`config.mk`:
```
export PLATFORM = sky130hd
export DESIGN_NAME = ps2_host_tx
export DESIGN_NICKNAME = d
export VERILOG_FILES = /design/src/rtl/ps2_host_tx.sv
export SDC_FILE = /design/constraint.sdc
export NUM_CORES = 1
export LEC_CHECK = 0
export CAP_MARGIN = 40
export CORE_ASPECT_RATIO = 0.8
export CORE_MARGIN = 5
export CORE_UTILIZATION = 45
export CTS_CLUSTER_SIZE = 30
export DETAILED_ROUTE_END_ITERATION = 6
export GPL_TIMING_DRIVEN = 0
export SYNTH_ARGS = -nofsm -noshare
export SYNTH_HDL_FRONTEND = slang
export SYNTH_SLANG_ARGS = --single-unit
```
`constraint.sdc`:
```
create_clock -name clk -period 5.3 [get_ports clk]
set_input_delay 1.06 -clock clk [delete_from_list [all_inputs] [get_ports clk]]
set_output_delay 1.06 -clock clk [all_outputs]
set_load 0.05 [all_outputs]
```
`src/rtl/ps2_host_tx.sv`:
```
// Host-to-device PS/2 transmitter: clock inhibit, start bit, 10 device-clocked frame bits, ACK check.
// Optional automatic retry on NACK/timeout is enabled by defining PS2_HOST_TX_RETRY_EN.
module ps2_host_tx #(
   parameter int INHIBIT_CYCLES = 5000,
   parameter int TIMEOUT_CYCLES = 750000,
   parameter int MAX_RETRIES    = 2
) (
   input  logic       clk,
   input  logic       rst,
   input  logic [7:0] tx_data,
   input  logic       tx_valid,
   output logic       tx_ready,
   input  logic       ps2_clk_f,
   input  logic       ps2_data_f,
   output logic       ps2_clk_oe,
   output logic       ps2_data_oe,
   output logic       busy,
   output logic       tx_done,
   output logic       tx_nack,
   output logic       tx_timeout
);

   localparam int MAX_CNT = (TIMEOUT_CYCLES > INHIBIT_CYCLES) ? TIMEOUT_CYCLES : INHIBIT_CYCLES;
   localparam int TMR_W   = $clog2(MAX_CNT + 1);

   if (MAX_RETRIES < 0 || INHIBIT_CYCLES < 1 || TIMEOUT_CYCLES < 2) begin : g_bad_params
      $error("ps2_host_tx: invalid parameter values");
   end

   typedef enum logic [2:0] {
      S_IDLE,
      S_INHIBIT,
      S_RELEASE,
      S_SHIFT,
      S_ACK,
      S_WAIT_IDLE
   } state_e;

   function automatic logic odd_parity(input logic [7:0] d);
      return ~^d;
   endfunction

   state_e           state_q, state_d;
   logic [9:0]       frame_q, frame_d;
   logic [3:0]       bit_cnt_q, bit_cnt_d;
   logic [TMR_W-1:0] timer_q, timer_d;
   logic             clk_prev_q;
   logic             clk_oe_q, clk_oe_d;
   logic             data_oe_q, data_oe_d;
   logic             busy_q;
   logic             done_q, done_d;
   logic             nack_q, nack_d;
   logic             to_q, to_d;
   logic             fall_s, accept_s, expired_s, fail_s, fail_nack_s;
`ifdef PS2_HOST_TX_RETRY_EN
   localparam int RTY_W = $clog2(MAX_RETRIES + 2);
   logic [RTY_W-1:0] retry_q, retry_d;
`endif

   // Ready is withheld during the status-pulse cycle so a new request lands one cycle later.
   assign tx_ready    = (state_q == S_IDLE) & ~(done_q | nack_q | to_q);
   assign busy        = busy_q;
   assign ps2_clk_oe  = clk_oe_q;
   assign ps2_data_oe = data_oe_q;
   assign tx_done     = done_q;
   assign tx_nack     = nack_q;
   assign tx_timeout  = to_q;

   assign fall_s    = clk_prev_q & ~ps2_clk_f;
   assign accept_s  = tx_valid & tx_ready;
   assign expired_s = (timer_q == TMR_W'(TIMEOUT_CYCLES - 1));

   // Next-state, next-output and datapath logic.
   always_comb begin
      state_d     = state_q;
      frame_d     = frame_q;
      bit_cnt_d   = bit_cnt_q;
      timer_d     = timer_q;
      clk_oe_d    = 1'b0;
      data_oe_d   = data_oe_q;
      done_d      = 1'b0;
      nack_d      = 1'b0;
      to_d        = 1'b0;
      fail_s      = 1'b0;
      fail_nack_s = 1'b0;
`ifdef PS2_HOST_TX_RETRY_EN
      retry_d     = retry_q;
`endif
      case (state_q)
         S_IDLE: begin
            data_oe_d = 1'b0;
            if (accept_s) begin
               frame_d   = {1'b1, odd_parity(tx_data), tx_data};
               state_d   = S_INHIBIT;
               clk_oe_d  = 1'b1;
               data_oe_d = (INHIBIT_CYCLES == 1);
               timer_d   = '0;
               bit_cnt_d = '0;
`ifdef PS2_HOST_TX_RETRY_EN
               retry_d   = '0;
`endif
            end else begin
               state_d = S_IDLE;
            end
         end
         S_INHIBIT: begin
            // Start bit goes low on the final inhibit cycle, while the clock is still held.
            if (timer_q == TMR_W'(INHIBIT_CYCLES - 1)) begin
               state_d   = S_RELEASE;
               data_oe_d = 1'b1;
               timer_d   = '0;
            end else begin
               clk_oe_d  = 1'b1;
               timer_d   = timer_q + TMR_W'(1);
               data_oe_d = (timer_q == TMR_W'(INHIBIT_CYCLES - 2));
            end
         end
         S_RELEASE: begin
            state_d   = S_SHIFT;
            timer_d   = '0;
            bit_cnt_d = '0;
         end
         S_SHIFT: begin
            if (fall_s) begin
               timer_d   = '0;
               bit_cnt_d = bit_cnt_q + 4'd1;
               data_oe_d = ~frame_q[bit_cnt_q];
               state_d   = (bit_cnt_q == 4'd9) ? S_ACK : S_SHIFT;
            end else if (expired_s) begin
               fail_s = 1'b1;
            end else begin
               timer_d = timer_q + TMR_W'(1);
            end
         end
         S_ACK: begin
            if (fall_s) begin
               timer_d = '0;
               if (ps2_data_f) begin
                  fail_s      = 1'b1;
                  fail_nack_s = 1'b1;
               end else begin
                  state_d = S_WAIT_IDLE;
               end
            end else if (expired_s) begin
               fail_s = 1'b1;
            end else begin
               timer_d = timer_q + TMR_W'(1);
            end
         end
         S_WAIT_IDLE: begin
            if (ps2_clk_f & ps2_data_f) begin
               done_d  = 1'b1;
               state_d = S_IDLE;
            end else if (fall_s) begin
               timer_d = '0;
            end else if (expired_s) begin
               fail_s = 1'b1;
            end else begin
               timer_d = timer_q + TMR_W'(1);
            end
         end
         default: begin
            state_d   = S_IDLE;
            data_oe_d = 1'b0;
         end
      endcase

      if (fail_s) begin
`ifdef PS2_HOST_TX_RETRY_EN
         if (retry_q < RTY_W'(MAX_RETRIES)) begin
            retry_d   = retry_q + RTY_W'(1);
            state_d   = S_INHIBIT;
            clk_oe_d  = 1'b1;
            data_oe_d = (INHIBIT_CYCLES == 1);
            timer_d   = '0;
         end else begin
            state_d   = S_IDLE;
            clk_oe_d  = 1'b0;
            data_oe_d = 1'b0;
            nack_d    = fail_nack_s;
            to_d      = ~fail_nack_s;
         end
`else
         state_d   = S_IDLE;
         clk_oe_d  = 1'b0;
         data_oe_d = 1'b0;
         nack_d    = fail_nack_s;
         to_d      = ~fail_nack_s;
`endif
      end else begin
         nack_d = 1'b0;
      end
   end

   // State and registered-output update with synchronous reset.
   always_ff @(posedge clk) begin
      if (rst) begin
         state_q    <= S_IDLE;
         frame_q    <= '0;
         bit_cnt_q  <= '0;
         timer_q    <= '0;
         clk_prev_q <= 1'b1;
         clk_oe_q   <= 1'b0;
         data_oe_q  <= 1'b0;
         busy_q     <= 1'b0;
         done_q     <= 1'b0;
         nack_q     <= 1'b0;
         to_q       <= 1'b0;
`ifdef PS2_HOST_TX_RETRY_EN
         retry_q    <= '0;
`endif
      end else begin
         state_q    <= state_d;
         frame_q    <= frame_d;
         bit_cnt_q  <= bit_cnt_d;
         timer_q    <= timer_d;
         clk_prev_q <= ps2_clk_f;
         clk_oe_q   <= clk_oe_d;
         data_oe_q  <= data_oe_d;
         busy_q     <= (state_d != S_IDLE);
         done_q     <= done_d;
         nack_q     <= nack_d;
         to_q       <= to_d;
`ifdef PS2_HOST_TX_RETRY_EN
         retry_q    <= retry_d;
`endif
      end
   end

endmodule

```
## Yosys cells after proc, flatten, opt, wreduce, memory -nomap -nowiden

Cells that the tools add are included.

| operators by class | value |
|---|---|
| bitwise logic cells | 13 |
| $lt $le $gt $ge | 1 |
| reductions and logical operators | 14 |
| eq/ne operators | 12 |
| mux-type cells | 35 |
| add/subtract/negate cells | 2 |

Operator list:

| operator | count |
|---|---|
| 20-bit two-way mux | 5 |
| 20-bit one-hot mux with 5 select lines | 1 |
| 20-bit by 13-bit == test with 1-bit output (second input constant) | 2 |
| 3-bit two-way mux | 7 |
| 20-bit by 1-bit adder with 20-bit output (second input constant) | 1 |
| 20-bit == test (second input constant) | 1 |
| 3-bit one-hot mux with 6 select lines | 1 |
| 1-bit two-way mux | 14 |
| 4-bit one-hot mux with 3 select lines | 1 |
| 4-bit two-way mux | 2 |
| 2-bit OR reduction | 4 |
| 8-bit XNOR reduction | 1 |
| 1-bit NOT | 7 |
| 3-bit by 2-bit == test with 1-bit output (second input constant) | 2 |
| 3-bit == test (second input constant) | 2 |
| 2-bit inequality test (second input constant) | 3 |
| 1-bit one-hot mux with 3 select lines | 2 |
| 3-bit AND reduction | 2 |
| 3-bit nonzero test | 2 |
| 4-bit by 5-bit < comparator with 1-bit output (second input constant) | 1 |
| 5-bit nonzero test | 1 |
| 4-bit by 1-bit adder with 4-bit output (second input constant) | 1 |
| 1-bit bitwise AND | 4 |
| 1-bit binary-select mux with 4-bit select | 1 |
| 7 further kinds | 9 |

| storage, ports and cells | value |
|---|---|
| word-level logic and storage cells | 88 |
| flip-flop bits (word level) | 44 |
| output and inout bits | 7 |

## Depth between registers and ports, before layout

| logic depth | value |
|---|---|
| word-level depth | 9 |
| depth in mapped cells | 8 |
| mapped depth without buffers | 7 |

## Worst setup path before layout

OpenSTA, ideal clock, no wires.

| timing path | value |
|---|---|
| path kind | register -> output |
| start | register state_q[1] |
| end | output port tx_ready |
| slack | 2.056 ns |
| stages on the path, launching flop included | 3 |
| arrival | 2.184 ns |
| required time | 4.240 ns |
| buffers on the path | 0 |
| cell sequence | dfxtp_1 -> or3_1 -> nor4_1 |

| on the way | value |
|---|---|
| cells in the longest elaborated chain, start to end | 2 |

RTL lines:

| element | line | source |
|---|---|---|
| from (decl) | 43 | `state_e state_q, state_d;` |
| from (signal assigned) | 213 | `state_q <= state_d;` |
| 3-bit logical NOT | 61 | `assign tx_ready = (state_q == S_IDLE) & ~(done_q \| nack_q \| to_q);` |
| 1-bit bitwise AND | 61 |  |
| to (decl) | 12 | `output logic tx_ready,` |

Every way passes these cells.

## Worst setup path after layout

Ends and elaborated chain as after synthesis.

==> report_table.html <==
<table>
<tr><th>Metric</th><th>Value</th></tr>
<tr><th colspan="2">Status</th></tr>
<tr><td>Run status</td><td>completed</td></tr>
<tr><th colspan="2">Synthesis</th></tr>
<tr><td>Share of Yosys cell area claimed by the top area cell type</td><td>about two fifths</td></tr>
<tr><td>Proportion of synthesized chip area in sequential cells</td><td>38.05%</td></tr>
<tr><td>Leading area contributor after synthesis</td><td>dfxtp_1</td></tr>
<tr><td>Post-synthesis cell type count</td><td>53</td></tr>
<tr><td>Number of enable-type register cells in the synthesized netlist</td><td>0</td></tr>
<tr><td>Mapped Cells</td><td>around 270</td></tr>
<tr><td>Total of flip-flops plus latches after synthesis</td><td>between 40 and 50</td></tr>
<tr><td>Most frequently used flop master after synthesis</td><td>dfxtp_1</td></tr>
<tr><td>Syn nets</td><td>291</td></tr>
<tr><td>Post-synthesis cell area</td><td>2315 um^2</td></tr>
<tr><td>Leading cell types by total area after synthesis</td><td>dfxtp_1 38%, xnor2_1 6.8%, nor2_1 5.8%</td></tr>
<tr><td>Count of warnings emitted by yosys</td><td>0</td></tr>
<tr><td>Async SR Flop Fraction</td><td>0%</td></tr>
<tr><td>Avg Synthesized Cell Area</td><td>between 8 and 9 um^2</td></tr>
<tr><th colspan="2">Global routing</th></tr>
<tr><td>Antenna violations before repair</td><td>0</td></tr>
<tr><td>Overflow left after global routing</td><td>0</td></tr>
<tr><td>Wire length of the first global-routing pass</td><td>roughly 8600 um</td></tr>
<tr><td>Overall Global Routing Usage</td><td>16.06%</td></tr>
<tr><td>Vias in the first global route</td><td>roughly 1800</td></tr>
<tr><td>Largest net degree at the start of global routing</td><td>13</td></tr>
<tr><th colspan="2">Finish</th></tr>
<tr><td>Highest-count cells in the layout ignoring fill and taps</td><td>44 x dfxtp_1, 36 x nor2_1, 21 x a21oi_1</td></tr>
<tr><td>Antenna diode count</td><td>0</td></tr>
<tr><td>Most common cell after layout, fill and taps aside</td><td>dfxtp_1</td></tr>
<tr><td>Count of nets after finishing</td><td>317</td></tr>
<tr><td>Post-route cell area</td><td>2673 um^2</td></tr>
<tr><td># fillers</td><td>roughly 470</td></tr>
<tr><td>Register area</td><td>between 800 and 900 um^2</td></tr>
<tr><td>Share of post-route cells with drive strength above 1</td><td>8.638%</td></tr>
<tr><td>Combined area of the multi-input logic cells</td><td>between 1000 and 1500 um^2</td></tr>
<tr><td>Signed area change from the synthesized netlist to the final layout</td><td>15.46%</td></tr>
<tr><th colspan="2">Critical path</th></tr>
<tr><td>Critical path class</td><td>register to primary output</td></tr>
<tr><td>Category of the worst setup path capture point</td><td>primary output</td></tr>
<tr><td>Signal arrival time at the worst endpoint</td><td>2.09 ns</td></tr>
<tr><td>Reg-to-reg slack, setup</td><td>3.12 ns</td></tr>
<tr><td>Endpoint of the worst-slack reg-to-reg timing path</td><td>timer_q[16]</td></tr>
<tr><td>Maximum net fanout on the critical path</td><td>6</td></tr>
<tr><td>Worst EP required</td><td>4.24 ns</td></tr>
<tr><td>Worst r2r path cells</td><td>7</td></tr>
<tr><td>Worst reg2reg path startpoint</td><td>timer_q[0]</td></tr>
<tr><td>Worst setup SP type</td><td>register</td></tr>
<tr><th colspan="2">Timing</th></tr>
<tr><td>Setup TNS</td><td>0 ns</td></tr>
<tr><td>Maximum frequency from static timing analysis</td><td>317.2 MHz</td></tr>
<tr><td>Final worst clock skew</td><td>0.005237 ns</td></tr>
<tr><td>Crit share post-route</td><td>between 50% and 60%</td></tr>
<tr><td>Total count of max-transition violations in the final report</td><td>0</td></tr>
<tr><td>Worst path setup slack after routing</td><td>2.147 ns</td></tr>
<tr><td>Final setup violation count</td><td>0</td></tr>
<tr><td>Setup repair after global routing missed its margin</td><td>no</td></tr>
<tr><td>Transition time of the tightest slew-check pin</td><td>0.6448 ns</td></tr>
<tr><td>Crit path time final</td><td>3.153 ns</td></tr>
<tr><td>Number of hold-slack violations in the final timing report</td><td>0</td></tr>
<tr><td>Worst slew margin relative to its limit</td><td>56.78%</td></tr>
<tr><th colspan="2">Clocking</th></tr>
<tr><td>TritonCTS clock tree</td><td>done</td></tr>
<tr><td>Resize count post-CTS</td><td>0</td></tr>
<tr><td>Level count of the clock H-tree</td><td>2</td></tr>
<tr><td>Maximum root-to-sink buffer count</td><td>2</td></tr>
<tr><td>Hold-fix buffers, CTS</td><td>0</td></tr>
<tr><td>CTS Root Cell</td><td>clkbuf_8</td></tr>
<tr><td>Clock buffers created by TritonCTS</td><td>5</td></tr>
<tr><td>Clk_lat worst skew</td><td>approximately 0.3 ns</td></tr>
<tr><td>Clock-pin slew of the registers on the worst-case setup and hold paths</td><td>0.08 ns</td></tr>
<tr><td>Setup fix buffers added after clock tree synthesis</td><td>0</td></tr>
<tr><td>Sink count of the clock tree</td><td>44</td></tr>
<tr><th colspan="2">Place</th></tr>
<tr><td>Post-DP Area</td><td>between 2000 and 3000 um^2</td></tr>
<tr><td>Weighted congestion at the end of routability-driven global placement</td><td>0.8492</td></tr>
<tr><td>Count of input and output buffers</td><td>19</td></tr>
<tr><td>Worst slack at placement</td><td>about 2.1 ns</td></tr>
<tr><td>Detail Placement HPWL</td><td>around 3900 um</td></tr>
<tr><th colspan="2">Pwr</th></tr>
<tr><td>Worst voltage drop across the vdd grid</td><td>0.1191 mV</td></tr>
<tr><td>Cell Int Power</td><td>0.0004836 W</td></tr>
<tr><td>Clock Power Share</td><td>about a third</td></tr>
<tr><td>Sw frac</td><td>25.41%</td></tr>
<tr><td>Flop pwr share</td><td>between 50% and 60%</td></tr>
<tr><td>Net switching power figure</td><td>0.0001648 W</td></tr>
<tr><td>Total power consumption of the routed design</td><td>0.0006484 W</td></tr>
<tr><td>LEAKAGE</td><td>0.8905 nW</td></tr>
<tr><td>Pwr Density</td><td>around 240 nW/um^2</td></tr>
<tr><td>Comb power frac</td><td>~13%</td></tr>
<tr><th colspan="2">Die</th></tr>
<tr><td>Initial cell density of the core</td><td>46.23%</td></tr>
<tr><td>Top-level port count</td><td>20</td></tr>
<tr><td>Die Height</td><td>74.15 um</td></tr>
<tr><td>Area enclosed by the die boundary</td><td>6687 um^2</td></tr>
<tr><td>Number of rows in the core area</td><td>23</td></tr>
<tr><td>Placeable core region</td><td>around 5000 um^2</td></tr>
<tr><td>Die Span X</td><td>90.19 um</td></tr>
<tr><th colspan="2">Worst hold path</th></tr>
<tr><td>Hold path startpoint</td><td>frame_q[6]</td></tr>
<tr><td>Path type of the worst min-delay path</td><td>register to register</td></tr>
<tr><td>Cell count of the worst hold path</td><td>2</td></tr>
<tr><td>Min-Delay Endpoint</td><td>frame_q[6]</td></tr>
<tr><th colspan="2">Routing</th></tr>
<tr><td>Detailed router's first-iteration violation count</td><td>157</td></tr>
<tr><td>Routed WL per cell</td><td>about 14 um</td></tr>
<tr><td>DRC Markers</td><td>0</td></tr>
<tr><td>Routed wire length</td><td>5207 um</td></tr>
<tr><td>Detailed-router iteration count before antenna repair</td><td>4</td></tr>
<tr><td>Vias after detailed routing</td><td>2012</td></tr>
<tr><td>Post-route ant nets</td><td>0</td></tr>
<tr><td>Ratio of routed vias to standard cells</td><td>5.543</td></tr>
<tr><th colspan="2">Flow run</th></tr>
<tr><td>Max cap viols</td><td>0</td></tr>
</table>
-- synthesized netlist by cell type (all sizes together), types with 5 or more instances --
library cell / instances
buf: 5
inv: 10
nor2b: 7
nand3: 20
a21oi: 21
nand2: 20
dfxtp: 44
nand4: 12
clkbuf: 5
nor2: 37
nor3: 9
xor2: 6
xnor2: 18
-- worst max-delay path by stage --
| stage | start | endpoint | cells past startpoint |
|---|---|---|---|
| 4_1_cts | state_q[1] | tx_ready | 3 |
| 3_3_place_gp | ps2_clk_f | timer_q[0] | 8 |
| 6_report | state_q[1] | tx_ready | 3 |
| 5_1_grt | state_q[1] | tx_ready | 3 |
| 2_1_floorplan | state_q[1] | tx_ready | 2 |
| 3_5_place_dp | ps2_clk_f | timer_q[16] | 8 |
-- metrics by stage --
stage | hold slack [ns] | std cells | utilization, %
after floorplan | 0.4313 | 274 | -
after global placement | 0.4436 | 355 | 51.57
after detailed placement | 0.4472 | 355 | 51.57
after CTS | 0.4581 | 363 | 53.37
after global routing | 0.4787 | 363 | 53.37
final | 0.4563 | 363 | 53.37
-- logic make-up (layout without fill, tap and decap cells) --
family / after synthesis / after routing / share of synthesized area, %
simple gates: 135 / 135 / 30.81
buf+inv: 20 / 47 / 4.216
fa+ha+maj: 4 / 4 / 2.162
xor+xnor: 24 / 24 / 9.081
mux: 4 / 4 / 2.865
compound gates: 43 / 43 / 12.81
flops: 44 / 44 / 38.05
-- metal layers --
layer / GRT usage (%) / wire length, um
met4: 6.281 / 37
met3: 3.640 / 319
met1: 24.21 / 2753
met2: 22.00 / 2097
met5: 0 / 0
-- sequential cells by signal, indices dropped and copies added, names as in the netlist, 3 cells and up --
name       cells
bit_cnt_q      4
frame_q       10
state_q        3
timer_q       20
-- cell type report --
| cell class | count | share of cell area [%] |
|---|---|---|
| inverter | 10 | 1.404 |
| clock buffer | 8 | 3.371 |
| tap | 62 | 2.903 |
| buffer | 10 | 2.247 |
| multi-input combinational | 210 | 50.00 |
| timing repair buffer | 19 | 7.116 |
| sequential | 44 | 32.96 |
-- power groups by stage --
stage                     clock network (W)  registers (W)  logic [W]
after global routing               0.000235       0.000346  0.0000954
after detailed placement                  0       0.000352  0.0000871
after floorplan                           0       0.000355  0.0000550
final                              0.000217       0.000344  0.0000871
after global placement                    0       0.000352  0.0000872
after CTS                          0.000223       0.000345  0.0000873
-- critical path, cell delays in order (launching register included) --
cell and delay (ns):
dfxtp_1 0.35, or3_1 0.42, nor4_1 0.18, clkdlybuf4s50_1 0.84
Power figures use the tool's default switching activity.
==> RTL change: new RTL, same flow settings <==
Re-encode `state_e` (6 states) as one-hot, 6 bits wide.
--- a/src/rtl/ps2_host_tx.sv
+++ b/src/rtl/ps2_host_tx.sv
@@ -28,11 +28,11 @@
    end
 
-   typedef enum logic [2:0] {
-      S_IDLE,
-      S_INHIBIT,
-      S_RELEASE,
-      S_SHIFT,
-      S_ACK,
-      S_WAIT_IDLE
+   typedef enum logic [5:0] {
+      S_IDLE      = 6'b000001,
+      S_INHIBIT   = 6'b000010,
+      S_RELEASE   = 6'b000100,
+      S_SHIFT     = 6'b001000,
+      S_ACK       = 6'b010000,
+      S_WAIT_IDLE = 6'b100000
    } state_e;
 
Formal check against the unedited RTL: same outputs for any inputs over 10 cycles, from zero or initial values and one cycle with rst high; not proved beyond that.
==> RTL change against the unedited design <==
- wire length up 10%
- final area up 7.5%
- synthesized area is 8.0% higher
- sequential cell count increased by 3
- power rose by 10%
- setup slack worse by 0.25 ns
- worst hold slack about the same
- register-to-register slack worse by 0.33 ns
- core utilization is 0.52 points lower
- die area is 7.0% higher
- largest cell class unchanged
==> RTL change: results (changes against the unedited design) <==
\begin{tabular}{lr}
\hline
Metric & Value \\
\hline
\multicolumn{2}{l}{\textbf{Layout}} \\
\quad Number of flip-flops and latches & 47 (+6.8\%) \\
\quad Storage cell area & 941 sq um (+6.8\%) \\
\quad Clock network area share & 0.0296 (-0.00409) \\
\quad Fraction of final layout cells with drive strength greater than 1 & 0.0909 (+0.00453) \\
\quad Total of plain and repair buffers excluding clock buffers & 31 (+6.9\%) \\
\quad Invs w/o clock & 11 (+1) \\
\quad Proportion of cell area occupied by multi-input gates & 0.503 (+0.00261) \\
\multicolumn{2}{l}{\textbf{Place}} \\
\quad Total half-perimeter wirelength after legalization and detailed placement & 4330 um (+9.7\%) \\
\quad Cells after DPL & 389 (+9.6\%) \\
\quad DP Worst Slack & 1.82 ns (-0.268 ns) \\
\multicolumn{2}{l}{\textbf{Synthesis}} \\
\quad Gate Count Post-Synth & 292 (+6.6\%) \\
\quad Seq/Total Area, Yosys & 0.376 (-0.00416) \\
\quad Cell types with the largest area share after synthesis & sky130\_fd\_sc\_hd\_\_dfxtp\_1 38\%, sky130\_fd\_sc\_hd\_\_nor2\_1 5.1\%, sky130\_fd\_sc\_hd\_\_a21oi\_1 4.0\% \\
\quad Post-synth net total & 309 (+6.2\%) \\
\multicolumn{2}{l}{\textbf{Timing}} \\
\quad Worst-case hold slack & 0.457 ns (+0.000342 ns) \\
\multicolumn{2}{l}{\textbf{Power and ir drop}} \\
\quad Fraction of power consumed by the clock network & 0.299 (-0.035) \\
\quad Peak ir drop on the vdd network & 0.148 mV (+25\%) \\
\quad Power dissipated in combinational cells & 0.124 mW (+42\%) \\
\quad Switching part of the total & 0.285 (+0.0308) \\
\multicolumn{2}{l}{\textbf{Worst setup path}} \\
\quad Capture point of the worst reg-to-reg path & timer\_q[9] \\
\quad Critical register-to-register path startpoint & timer\_q[1] \\
\quad Depth of the worst register-to-register path & 9 (+2) \\
\quad Data arrival time at the worst-slack endpoint & 2.35 ns (+0.26 ns) \\
\quad Biggest fanout along the worst timing path & 7 (+1) \\
\multicolumn{2}{l}{\textbf{Route}} \\
\quad Total wire length after detailed routing & 5740 um (+10\%) \\
\multicolumn{2}{l}{\textbf{Global route}} \\
\quad Global routing usage on met3 & 0.0342 (-0.00215) \\
\quad Via count of the first global-routing pass & 1973 (+10\%) \\
\quad Global-route met2 utilization & 0.224 (+0.00416) \\
\quad GRT Util Overall & 0.166 (+0.00566) \\
\multicolumn{2}{l}{\textbf{Min path}} \\
\quad Hold Crit Endpoint & frame\_q[9] \\
\multicolumn{2}{l}{\textbf{Status}} \\
\quad Run status & finished, final reports clean \\
\hline
\end{tabular}
==> RTL change: cell types whose count changed in the layout (fill, tap and decap cells not counted), moves of 5 or more <==
| cell | before | now |
|---|---|---|
| sky130_fd_sc_hd__or3_1 | 3 | 8 |
| sky130_fd_sc_hd__o21ai_0 | 3 | 15 |
| sky130_fd_sc_hd__mux2i_1 | 1 | 10 |
| sky130_fd_sc_hd__xnor2_1 | 18 | 10 |
| sky130_fd_sc_hd__nand3_1 | 20 | 14 |
==> RTL change: cell families after synthesis <==
logic type,Yosys count,synth area share
AND/OR/NAND/NOR,132,0.297
AO/OA/AOI/OAI,54,0.131
flip-flops,47,0.376
buffers and inverters,23,0.0460
XOR/XNOR,19,0.0666
multiplexers,13,0.0626
adder cells (fa/ha/maj),4,0.0200
==> RTL change: per-layer routing <==
metal  vias to the layer above  part of all wire
li1                       1103                 -
met1                       992              0.53
met2                        50              0.40
met3                         4             0.057
met4                         0            0.0059
met5                         -                 0
